[src/rtl/noc_packet_buffer.sv]
// Packet buffer between the packet generator and the destination handshake.
// Stores up to DEPTH packets in order and returns a one-cycle ack per accepted packet.
module noc_packet_buffer #(
    parameter int DATA_W = 32,
    parameter int DEPTH  = 8,
    parameter int CNT_W  = 4
) (
    input  logic              clk,
    input  logic              reset,
    input  logic              flush,
    input  logic              in_valid,
    input  logic [DATA_W-1:0] in_data,
    output logic              in_ready,
    output logic              ack,
    output logic              out_valid,
    output logic [DATA_W-1:0] out_data,
    input  logic              out_ready,
    output logic [CNT_W-1:0]  count,
    output logic              full,
    output logic              empty
);
    localparam int PTR_W = $clog2(DEPTH);

    logic [DATA_W-1:0] r_mem [DEPTH];
    logic [PTR_W-1:0]  r_wr_ptr;
    logic [PTR_W-1:0]  r_rd_ptr;
    logic [CNT_W-1:0]  r_count;
    logic              r_ack;

    logic w_full;
    logic w_empty;
    logic w_wr;
    logic w_rd;

    // Explicit wrap keeps non-power-of-two depths gap-free.
    function automatic logic [PTR_W-1:0] f_next(input logic [PTR_W-1:0] p);
        return (p == PTR_W'(DEPTH - 1)) ? '0 : p + 1'b1;
    endfunction

    assign w_full  = (r_count == CNT_W'(DEPTH));
    assign w_empty = (r_count == '0);
    assign w_wr    = in_valid && in_ready;
    assign w_rd    = !w_empty && out_ready && !flush;

    assign in_ready  = !w_full && !flush;
    assign out_valid = !w_empty;
    assign out_data  = w_empty ? '0 : r_mem[r_rd_ptr];
    assign count     = r_count;
    assign full      = w_full;
    assign empty     = w_empty;
    assign ack       = r_ack;

    always_ff @(posedge clk or posedge reset) begin
        if (reset) begin
            r_wr_ptr <= '0;
            r_rd_ptr <= '0;
            r_count  <= '0;
            r_ack    <= 1'b0;
        end else if (flush) begin
            r_wr_ptr <= '0;
            r_rd_ptr <= '0;
            r_count  <= '0;
            r_ack    <= 1'b0;
        end else begin
            if (w_wr)
                r_wr_ptr <= f_next(r_wr_ptr);
            if (w_rd)
                r_rd_ptr <= f_next(r_rd_ptr);
            case ({w_wr, w_rd})
                2'b10:   r_count <= r_count + 1'b1;
                2'b01:   r_count <= r_count - 1'b1;
                default: r_count <= r_count;
            endcase
            r_ack <= w_wr;
        end
    end

    // Storage needs no reset: out_data is masked to zero while empty.
    always_ff @(posedge clk) begin
        if (w_wr)
            r_mem[r_wr_ptr] <= in_data;
    end
endmodule

[config.mk]
export PLATFORM = sky130hd
export DESIGN_NAME = noc_packet_buffer
export DESIGN_NICKNAME = d
export VERILOG_FILES = /design/src/rtl/noc_packet_buffer.sv
export SDC_FILE = /design/constraint.sdc
export NUM_CORES = 1
export LEC_CHECK = 0
export CAP_MARGIN = 10
export CORE_UTILIZATION = 52
export DETAILED_ROUTE_END_ITERATION = 10
export GPL_TIMING_DRIVEN = 0
export PLACE_DENSITY_LB_ADDON = 0.05
export SLEW_MARGIN = 15
export SYNTH_ARGS = -nofsm -noshare
export SYNTH_HDL_FRONTEND = slang
export SYNTH_SLANG_ARGS = --single-unit
[constraint.sdc]
create_clock -name clk -period 4.25 [get_ports clk]
set_input_delay 1.275 -clock clk [delete_from_list [all_inputs] [get_ports clk]]
set_output_delay 1.275 -clock clk [all_outputs]
set_load 0.005 [all_outputs]
==> flow_metrics.env <==
export IMPL_synth_ff_type="edfxtp_1"
export IMPL_die_height_um=143.7
export IMPL_required_ns=2.97
export IMPL_r2r_start="count[0]"
export IMPL_antenna_cells=0
export IMPL_synth_seq_cells=267
export IMPL_r2r_cells=8
export IMPL_worst_setup_path_start_kind="flip-flop"
export IMPL_crit_arrival_ns=2.79
export IMPL_clkLatencyLatePin_ns=0.53
export IMPL_numCtsBuffers=27
export IMPL_critPathKind="reg -> out"
export IMPL_drtIter0Drc=250
export IMPL_top_level_ports=78
export IMPL_nets=664
export IMPL_maxSlewHeadroom_pct=40.88
export IMPL_synth_edf_count=256
export IMPL_post_route_min_period_ns=4.060
export IMPL_reg2reg_slack_ns=1.53
export IMPL_path_max_fanout=10
export IMPL_placedCellCount=857
export IMPL_n_fill_cell=1369
export IMPL_yosys_cell_types_count=35
export IMPL_finalMaxSlewViolations=0
export IMPL_grt_pass1_vias=5294
export IMPL_path_clk_slew_ns=0.06
export IMPL_place_gp_congestion=0.7978
export IMPL_setup_tns_final_ns=0
export IMPL_die_x_um=143.7
export IMPL_wl_per_cell_um=22.73
export IMPL_portBuffers=77
export IMPL_cellLeakagePower_nw=4.063
export IMPL_timing_rr_end="r_mem[3][18]"
export IMPL_root_buffer="clkbuf_16"
export IMPL_synth_area_mm2=0.01044
export IMPL_track_usage_pct=21.30
export IMPL_swShare_pct=26.96
export IMPL_synthesis_nets=535
export IMPL_end_kind="output pin"
export IMPL_total_power_mw=7.427
export IMPL_async_flop_share_pct=4.120
export IMPL_ys_warn_count=0
export IMPL_drive_above_1_share_pct=24.02
export IMPL_htree_levels=1
export IMPL_power_share_sequential_pct=41.6
export IMPL_critPathLaunch="r_rd_ptr[0]"
export IMPL_rsz0062_at_grt="false"
export IMPL_drc=0
export IMPL_post_cts_buffers=0
export IMPL_final_setup_viol_count=0
export IMPL_grt_max_degree=22
export IMPL_antenna_left=0
export IMPL_max_freq_mhz=246.3
export IMPL_pwr_share_clk_pct=28.8
export IMPL_synth_cells=492
export IMPL_worst_pin_slew_ns=0.8802
export IMPL_maxCapViolations=0
export IMPL_dieArea_mm2=0.02065
export IMPL_combinationalPowerShare_pct=29.6
export IMPL_grt_pass1_wl_mm=31.06
export IMPL_finalHoldViolations=0
export IMPL_wirelength_mm=20.59
export IMPL_final_instance_count_excl_fill=906
export IMPL_dr_pass1_iters=4
export IMPL_vias=5080
export IMPL_finalCritPeriodShare_pct=95.54
export IMPL_vdd_drop_max_mv=0.3631
export IMPL_min_path_type="reg -> reg"
export IMPL_syn_area_per_cell_um2=21.22
export IMPL_crit_end="out_data[11]"
export IMPL_cts_sinks=267
export IMPL_p_int_mw=5.425
export IMPL_antenna_found_initial=1
export IMPL_initial_core_util_pct=53.29
export IMPL_power_density_mw_per_mm2=583.1
export IMPL_viasPerCell=5.607
export IMPL_grt_overflow_total=0
export IMPL_synth_seq_area_share_pct=76.28
export IMPL_synthToLayoutAreaGrowth_pct=22.02
export IMPL_clock_skew_ns=0.006472
export IMPL_netSwitchingPower_mw=2.002
export IMPL_core_area_mm2=0.01959
export IMPL_post_route_util_pct=65.02
export IMPL_cts_tree="built"
export IMPL_ctsHoldBuffers=0
export IMPL_outcome="finished clean"
export IMPL_num_rows=51
export IMPL_detailed_place_hpwl_mm=13.63
export IMPL_cts_path_max_buffers=3
==> worst min-delay path by stage <==
stage,start,to,slack [ns],cells after the start
2_1_floorplan,r_wr_ptr[0],r_wr_ptr[0],0.60,1
3_5_place_dp,r_rd_ptr[2],r_rd_ptr[2],0.67,3
5_1_grt,r_rd_ptr[2],r_rd_ptr[2],0.74,3
6_report,r_rd_ptr[2],r_rd_ptr[2],0.69,3
4_1_cts,r_rd_ptr[2],r_rd_ptr[2],0.68,3
3_3_place_gp,r_wr_ptr[0],r_wr_ptr[0],0.62,1
==> state kept, by name, indices dropped and copies added, names as in the netlist <==
signal    cells
r_mem       256
ack           1
count         4
r_wr_ptr      3
r_rd_ptr      3
==> cell type report <==
class	count	area, um^2	area share (%)
Sequential cell	267	7963	62.51
Multi-Input combinational cell	197	2419	18.99
Timing Repair Buffer	100	1065	8.360
Clock buffer	33	698.2	5.481
Tap cell	265	331.6	2.603
Buffer	24	141.4	1.110
Clock inverter	16	100.1	0.7859
Inverter	4	20.02	0.1572
==> metrics by stage <==
| stage | hold WS (ns) | setup WS (ns) | area, um^2 |
|---|---|---|---|
| 6_report | 0.6919 | 0.1896 | 12740 |
| 3_5_place_dp | 0.6717 | 0.1713 | 11900 |
| 5_1_grt | 0.7428 | 0.02910 | 12740 |
| 4_1_cts | 0.6824 | 0.004114 | 12730 |
| 2_1_floorplan | 0.5968 | -0.09436 | 10450 |
| 3_3_place_gp | 0.6246 | -3.132 | 11550 |
==> routing by layer <==
| metal | up-vias | global-route usage, % | wire, um |
|---|---|---|---|
| met3 | 22 | 3.732 | 1014 |
| met4 | 0 | 4.983 | 246 |
| met1 | 2654 | 28.88 | 8695 |
| met2 | 118 | 36.20 | 10640 |
| met5 | - | 0 | 0 |
| li1 | 2286 | - | - |
==> synth_stat cells (2+ instances only) <==
cell	count	area, um^2
edfxtp_1	256	7687
mux4_2	64	1441
nor2_1	41	153.9
mux2i_1	32	320.3
dfrtp_1	11	275.3
clkbuf_1	10	37.54
nand2_1	10	37.54
nor3_1	9	45.04
buf_2	7	35.03
ha_1	6	75.07
a21oi_1	5	25.02
buf_1	5	18.77
nand2b_1	5	31.28
inv_1	3	11.26
nand3_1	3	15.01
o21ai_0	3	15.01
a31oi_1	2	12.51
nor2b_1	2	12.51
xor2_1	2	17.52
==> cells by family after synthesis <==
| family | count (synthesis) | synth area share (%) |
|---|---|---|
| mux | 97 | 16.98 |
| buf+inv | 28 | 1.247 |
| flops | 267 | 76.28 |
| fa+ha+maj | 6 | 0.7191 |
| compound gates | 17 | 1.307 |
| simple gates | 74 | 3.212 |
| xor+xnor | 3 | 0.2518 |
==> timing repair <==
action	4_1_cts	5_1_grt
endpoints found under the setup margin	34	15
pin swaps	0	0
resized for setup	14	8
==> power by group through the flow <==
| stage | Combinational (mW) | Sequential [mW] | Clock (mW) |
|---|---|---|---|
| after floorplan | 1.20 | 3.13 | 0 |
| after global placement | 2.14 | 3.14 | 0 |
| after detailed placement | 2.21 | 3.14 | 0 |
| after CTS | 2.25 | 3.09 | 2.19 |
| after global routing | 2.38 | 3.10 | 2.29 |
| final | 2.20 | 3.09 | 2.14 |
==> cell usage in the layout, fill, tap and decap left out, types with 6 or more instances in the layout <==
| master | instances |
|---|---|
| edfxtp_1 | 256 |
| mux4_2 | 64 |
| clkbuf_1 | 11 |
| buf_6 | 9 |
| clkdlybuf4s50_1 | 77 |
| nor2_1 | 38 |
| clkinv_1 | 10 |
| buf_4 | 14 |
| ha_1 | 6 |
| clkbuf_2 | 7 |
| nand2_1 | 10 |
| mux2i_1 | 32 |
| clkbuf_16 | 27 |
| dfrtp_1 | 11 |
==> worst max-delay path, stage by stage (launching register included) <==
cell,delay (ns)
dfrtp_1,0.45
buf_4,0.27
buf_4,0.30
mux4_2,0.54
mux2i_1,0.16
nor2_1,0.07
clkdlybuf4s50_1,0.46
No activity file was read; power rests on OpenSTA's default activity.
